<file path="config.mk">
export PLATFORM = sky130hd
export DESIGN_NAME = mem_stage
export DESIGN_NICKNAME = d
export VERILOG_FILES = /design/src/rtl/mem_stage_pkg.sv /design/src/rtl/mem_wb_reg.sv /design/src/rtl/mem_stage.sv
export SDC_FILE = /design/constraint.sdc
export NUM_CORES = 1
export LEC_CHECK = 0
export CAP_MARGIN = 20
export CORE_AREA = 2 2 122 124
export CTS_BUF_LIST = sky130_fd_sc_hd__clkbuf_4 sky130_fd_sc_hd__clkbuf_8 sky130_fd_sc_hd__clkbuf_16
export CTS_CLUSTER_SIZE = 12
export DETAILED_ROUTE_END_ITERATION = 7
export DIE_AREA = 0 0 124 126
export GPL_TIMING_DRIVEN = 0
export PLACE_DENSITY = 0.69
export REMOVE_ABC_BUFFERS = 1
export SYNTH_ARGS = -nofsm -noshare
export SYNTH_HDL_FRONTEND = slang
export SYNTH_SLANG_ARGS = --single-unit
export TNS_END_PERCENT = 30
</file>
<file path="constraint.sdc">
create_clock -name clk -period 1.3 [get_ports clk]
set_input_delay 0.26 -clock clk [delete_from_list [all_inputs] [get_ports clk]]
set_output_delay 0.26 -clock clk [all_outputs]
set_load 0.1 [all_outputs]
</file>
<file path="src/rtl/mem_stage_pkg.sv">
// Shared definitions for the MEM stage: writeback select encodings, FSM state
// type and the MEM/WB payload layout.
package mem_stage_pkg;

    typedef enum logic [1:0] {
        WB_ALU = 2'b00,
        WB_MEM = 2'b01,
        WB_PC4 = 2'b10
    } wb_sel_e;

    typedef enum logic {
        ST_IDLE = 1'b0,
        ST_WAIT = 1'b1
    } state_e;

    typedef struct packed {
        logic        reg_wr;
        logic [4:0]  rf;
        logic [31:0] ins;
        logic [31:0] wb_data;
    } memwb_t;

    localparam memwb_t MEMWB_BUBBLE = '0;

    // The reserved encoding 2'b11 falls through to the ALU result.
    function automatic logic [31:0] wb_select(
        input logic [1:0]  sel,
        input logic [31:0] alu_res,
        input logic [31:0] rdata,
        input logic [31:0] pc
    );
        logic [31:0] res;
        case (sel)
            WB_MEM:  res = rdata;
            WB_PC4:  res = pc + 32'd4;
            default: res = alu_res;
        endcase
        return res;
    endfunction

    function automatic logic is_memop(
        input logic       mem_wr,
        input logic [1:0] sel
    );
        return mem_wr | (sel == WB_MEM);
    endfunction

endpackage

</file>
<file path="src/rtl/mem_wb_reg.sv">
// MEM/WB pipeline register; a bubble loads an all-zero payload.
module mem_wb_reg
    import mem_stage_pkg::*;
(
    input  logic   clk,
    input  logic   reset,
    input  logic   bubble,
    input  memwb_t d,
    output memwb_t q
);

    always_ff @(posedge clk or negedge reset) begin
        if (!reset) begin
            q <= MEMWB_BUBBLE;
        end else if (bubble) begin
            q <= MEMWB_BUBBLE;
        end else begin
            q <= d;
        end
    end

endmodule

</file>
<file path="src/rtl/mem_stage.sv">
// MEM pipeline stage: issues loads/stores to data memory, stalls upstream until
// the memory completes, and feeds the MEM/WB register.
module mem_stage
    import mem_stage_pkg::*;
(
    input  logic        clk,
    input  logic        reset,
    input  logic [31:0] AluRes_i,
    input  logic [31:0] WrData_i,
    input  logic [31:0] PC_i,
    input  logic        MemWr_i,
    input  logic [1:0]  MemtoReg_i,
    input  logic        RegWr_i,
    input  logic [4:0]  Rf_i,
    input  logic [31:0] Ins_i,
    input  logic        dmem_ready,
    input  logic [31:0] dmem_rdata,
    output logic        dmem_req,
    output logic        dmem_we,
    output logic [31:0] dmem_addr,
    output logic [31:0] dmem_wdata,
    output logic        Stall_o,
    output logic        AddrErr_o,
    output logic [31:0] WbData_o,
    output logic        RegWr_o,
    output logic [4:0]  Rf_o,
    output logic [31:0] Ins_o
);

    state_e state_q;
    logic   memop;
    logic   misaligned;
    logic   aligned_memop;
    logic   bubble;
    memwb_t wb_d;
    memwb_t wb_q;

    always_comb begin
        memop         = is_memop(MemWr_i, MemtoReg_i);
        misaligned    = memop & (AluRes_i[1:0] != 2'b00);
        aligned_memop = memop & ~misaligned;
    end

    // Upstream holds its outputs during a stall, so the request in WAIT is
    // rebuilt from the same inputs rather than from a captured copy.
    always_comb begin
        dmem_req   = reset & aligned_memop;
        dmem_we    = dmem_req & MemWr_i;
        dmem_addr  = AluRes_i;
        dmem_wdata = WrData_i;
        Stall_o    = dmem_req & ~dmem_ready;
        bubble     = Stall_o | misaligned;
    end

    always_ff @(posedge clk or negedge reset) begin
        if (!reset) begin
            state_q <= ST_IDLE;
        end else begin
            case (state_q)
                ST_IDLE: if (aligned_memop && !dmem_ready) state_q <= ST_WAIT;
                ST_WAIT: if (dmem_ready || !aligned_memop) state_q <= ST_IDLE;
                default: state_q <= ST_IDLE;
            endcase
        end
    end

    always_ff @(posedge clk or negedge reset) begin
        if (!reset) begin
            AddrErr_o <= 1'b0;
        end else begin
            AddrErr_o <= misaligned;
        end
    end

    always_comb begin
        wb_d.reg_wr  = RegWr_i;
        wb_d.rf      = Rf_i;
        wb_d.ins     = Ins_i;
        wb_d.wb_data = wb_select(MemtoReg_i, AluRes_i, dmem_rdata, PC_i);
    end

    mem_wb_reg u_mem_wb_reg (
        .clk    (clk),
        .reset  (reset),
        .bubble (bubble),
        .d      (wb_d),
        .q      (wb_q)
    );

    always_comb begin
        WbData_o = wb_q.wb_data;
        RegWr_o  = wb_q.reg_wr;
        Rf_o     = wb_q.rf;
        Ins_o    = wb_q.ins;
    end

endmodule

</file>
Word level (Yosys, flattened, before mapping)
Index checks and enable logic that the tools add are counted.

Add/subtract/negate cells: 1. Equality and inequality tests: 2. Muxes and demuxes: 2. Bitwise operators: 9. Reductions and logical operators: 1.

Operators by type and width (count): $mux 70 (1); $pmux 32 s2 (1); $add 32x3->32 const B (1); $and 1x1->1 (5); $eq 2x1->1 const B (1); $eq 2x2->1 const B (1); $not 1->1 (2); $or 1x1->1 (2); $reduce_bool 2->1 (1).

Flip-flop bits (word level): 71. Input bits: 172. Output and inout bits: 138. Word-level logic and storage cells: 20.

Depth between registers and ports, before layout
Word-level depth: 9. Gate-level depth with buffers: 10. Mapped depth without buffers: 7.

Hierarchy
From an unflattened synthesis, not the netlist that was laid out.

Cells, all modules: 408. Area total of the unflattened synthesis: 3945.0 sq um.

Modules (own cells, without submodules): mem_wb_reg (instances 1, cells an instance 147, area an instance 2224.6 sq um, sequential area each 1751.7 sq um); mem_stage (instances 1, cells an instance 261, area an instance 1720.4 sq um, sequential area each 25.0 sq um).

Worst setup path before layout
No wires, ideal clock.

Path kind: input-to-output. From: in MemtoReg_i[1]. To: out Stall_o. Arrival time: 2714 ps. Data required time: 1040 ps. Setup slack: -1674 ps. Stages on the path: 5. Path buffers: 1. Cell sequence: inv_1 > ha_1 > buf_2 > nor2_1 > nor3_1.

Word-level cells in the longest chain between the ends: 7.

RTL lines: from (decl) (RTL line mem_stage.sv:12) `input logic [1:0] MemtoReg_i,`; $eq 2x1->1 (*) (RTL line mem_stage_pkg.sv:45) `return mem_wr | (sel == WB_MEM);`; $or 1x1->1 (*) (RTL line mem_stage_pkg.sv:45); $and 1x1->1 (RTL line mem_stage.sv:40) `misaligned = memop & (AluRes_i[1:0] != 2'b00);`; $not 1->1 (RTL line mem_stage.sv:41) `aligned_memop = memop & ~misaligned;`; $and 1x1->1 (*) (RTL line mem_stage.sv:41); $and 1x1->1 (*) (RTL line mem_stage.sv:47) `dmem_req = reset & aligned_memop;`; $and 1x1->1 (*) (RTL line mem_stage.sv:51) `Stall_o = dmem_req & ~dmem_ready;`; to (decl) (RTL line mem_stage.sv:22) `output logic Stall_o,`.

Mark *: on every way between the ends. The rest lies on a longest branch, timed or not.

Worst setup path in the final report
From: in AluRes_i[0]. To: out Stall_o.

Word-level cells in the longest chain between the ends: 6.

RTL lines: from (decl) (RTL line mem_stage.sv:8) `input logic [31:0] AluRes_i,`; $reduce_bool 2->1 (RTL line mem_stage.sv:40); $and 1x1->1 (RTL line mem_stage.sv:40); $not 1->1 (RTL line mem_stage.sv:41); $and 1x1->1 (RTL line mem_stage.sv:41); $and 1x1->1 (RTL line mem_stage.sv:47); $and 1x1->1 (RTL line mem_stage.sv:51).

Every way passes these cells.

==> impl_metrics.py <==
metrics = {
    "routing": {
        "vias_per_cell": 5.01,
        "drc": 0,
        "drt_iter0_drc": 164,
        "routed_wl_mm": 17.4,
        "wire_per_inst_um": 21.2,
        "first_pass_iters": 4,
        "final_antenna_net_count": 0,
        "vias": 4117,
    },
    "sta": {
        "finalCritPeriodShare_pct": 99.9,
        "finalSetupTns_ps": 0,
        "hold_violations": 0,
        "layout_setup_ws_ps": 0.790,
        "rsz0062_at_grt": "yes",
        "min_period_ps": 1300,
        "report.final.slew_viol_count": 0,
        "setup_violations": 0,
        "clock.fmax_mhz": 770,
        "tightest_slew_ps": 515,
        "whs_ps": 217,
        "relSlewSlack_pct": 66.0,
    },
    "setup_path": {
        "critical_path_class": "in2out",
        "crit_required_ps": 1040,
        "end_kind": "primary output",
        "cp_data_arrival_time_ps": 1040,
        "critPathLaunchType": "input port",
        "cp_max_fo": 3,
    },
    "cells_and_area": {
        "syn2layout_area_growth_pct": 82.4,
        "final_util_pct": 50.8,
        "drive_above_1_share_pct": 38.6,
        "final_cell_mix": "buf_4, clkdlybuf4s50_1, dfrtp_1",
        "diodes": 0,
        "fin_nets": 808,
        "fill_cells": 1334,
        "final_common_cell": "buf_4",
    },
    "hold_path": {
        "min_from": "AluRes_i[1]",
        "min_to": "u_mem_wb_reg.q[1]",
        "min_path_type": "in2reg",
        "whs_path_depth": 3,
    },
    "floorplanning": {
        "rows": 44,
        "die_w_um": 124,
        "core_mm2": 0.0143,
        "die_h_um": 126,
        "initial_core_util_pct": 27.8,
        "die_area_mm2": 0.0156,
        "ios": 310,
    },
    "cts": {
        "cts_buffer_depth": 2,
        "cts_tree": "built",
        "clkSlewWorstSetupHoldPaths_ps": 60,
        "root_buffer": "clkbuf_16",
        "cts_inserted_buffers": 9,
        "cts_sinks": 71,
        "htreeDepth": 3,
    },
    "job": {
        "maxCapViolations": 0,
    },
    "grt": {
        "grt_max_degree": 49,
        "grt_first_pass_wirelength_mm": 24.4,
        "grt_use_total_pct": 21.4,
        "grt_pass1_vias": 4171,
        "grt_overflow": 0,
        "antenna_found_initial": 0,
    },
    "synth": {
        "synth_warnings": 0,
        "synth_enable_flop_cells": 0,
        "syn_area_per_cell_um2": 9.45,
        "muxShareOfSynthArea_pct": 0.753,
        "ys_seq_area_share_pct": 44.6,
        "synth_top_cell_area_share_pct": 44.6,
        "synth.area.top_cells": "dfrtp_1, buf_4, nor2b_1, nor2_1, a221oi_1",
        "ys.flop_type": "dfrtp_1",
        "synth_top_family_by_area": "simple AND/OR/NAND/NOR gates",
        "synthSimpleGateAreaFrac_pct": 20.7,
        "netlist_area_mm2": 0.00399,
        "synthAdderAreaFrac_pct": 0.942,
        "synth-compound-area-share_pct": 12.5,
        "synth_cell_type_count": 39,
        "synth_xor_area_share_pct": 4.83,
        "ys_seq_elements": 71,
        "syn_inst": 422,
        "async_flop_share_pct": 100,
        "synth_top_area_cell": "dfrtp_1",
    },
    "place": {
        "port_buffers": 245,
        "gp_congestion": 0.850,
        "dp_hpwl_mm": 12.0,
        "pre_cts_slack_ps": -2380,
    },
    "status": {
        "status": "finished clean",
    },
    "pwr": {
        "vdd_drop_max_uv": 547,
        "powerDensity_mw_per_mm2": 1200,
        "p_leak_nw": 3.31,
        "power_mw": 8.71,
    },
}
## synthesized netlist by cell type, types with 12 or more instances
cell and number:
xor2_1 12, o21ai_0 23, nor2_1 35, nor2b_1 41, nor3_1 17, clkbuf_1 20, a221oi_1 14, buf_4 64
dfrtp_1 71
## report_power, final
| part | leakage [nW] | total [mW] | switching [mW] | internal, mW |
|---|---|---|---|---|
| Combinational | 2.23 | 3.72 | 2.58 | 1.14 |
| Sequential | 0.919 | 2.45 | 0.0599 | 2.39 |
| Clock | 0.153 | 2.53 | 0.975 | 1.56 |
| Total | 3.31 | 8.71 | 3.61 | 5.09 |
## repair_timing
action | 4_1_cts | 5_1_grt
hold buffers | 2 | 0
pin swaps | 40 | 32
gates cloned | 4 | 0
endpoints found under the hold margin | 23 | 0
gates resized for setup | 838 | 101
endpoints found under the setup margin | 177 | 44
setup buffers | 17 | 17
## metrics by stage
| step | cells | area [um^2] |
|---|---|---|
| 3_3_place_gp | 763 | 6090 |
| 3_5_place_dp | 767 | 6200 |
| 2_1_floorplan | 334 | 3410 |
| 4_1_cts | 805 | 6840 |
| 5_1_grt | 822 | 7270 |
| 6_report | 822 | 7270 |
## worst max-delay path: stages
cell and delay, ps:
buf_4 130, nor2_4 100, nand2_2 90, nor3_2 210
buf_6 250
## logic make-up after synthesis
group / Yosys count
adders and majority gates: 3
muxes: 3
DFF: 71
and+or+nand+nor: 150
AOI/OAI and AO/OA: 73
xor gates and xnor gates: 22
buffers and inverters: 100
## cell type report
class                           count  area, um^2  share of cell area [%]
Inverter                           12        73.8                    1.02
Sequential cell                    71        1780                    24.4
Timing Repair inverter              1        16.3                   0.224
Tap cell                          184         230                    3.17
Clock buffer                       11         246                    3.39
Clock inverter                      5        57.6                   0.791
Timing Repair Buffer              286        2920                    40.1
Multi-Input combinational cell    252        1960                    26.9
## flip-flops by register name (all words and copies together) (netlist names)
register,cells
u_mem_wb_reg.q,70
AddrErr_o,1
## layer usage
metal	vias up	track usage [%]	routed length (um)
met4	2	5.62	212
met5	-	4.28	68
met1	2001	25.4	6770
li1	1832	-	-
met2	262	34.0	8080
met3	20	10.5	2290
## how the worst max path moves through the flow
stage                        startpoint            endpoint  cells past startpoint
final                       AluRes_i[0]             Stall_o                      5
after global routing            PC_i[2]  u_mem_wb_reg.q[16]                      8
after CTS                  AluRes_i[28]       dmem_addr[28]                      2
after detailed placement  MemtoReg_i[0]             Stall_o                      5
after global placement            reset  u_mem_wb_reg.q[31]                      6
after floorplan           MemtoReg_i[1]  u_mem_wb_reg.q[21]                      7
(Power assumes the default switching activity.)
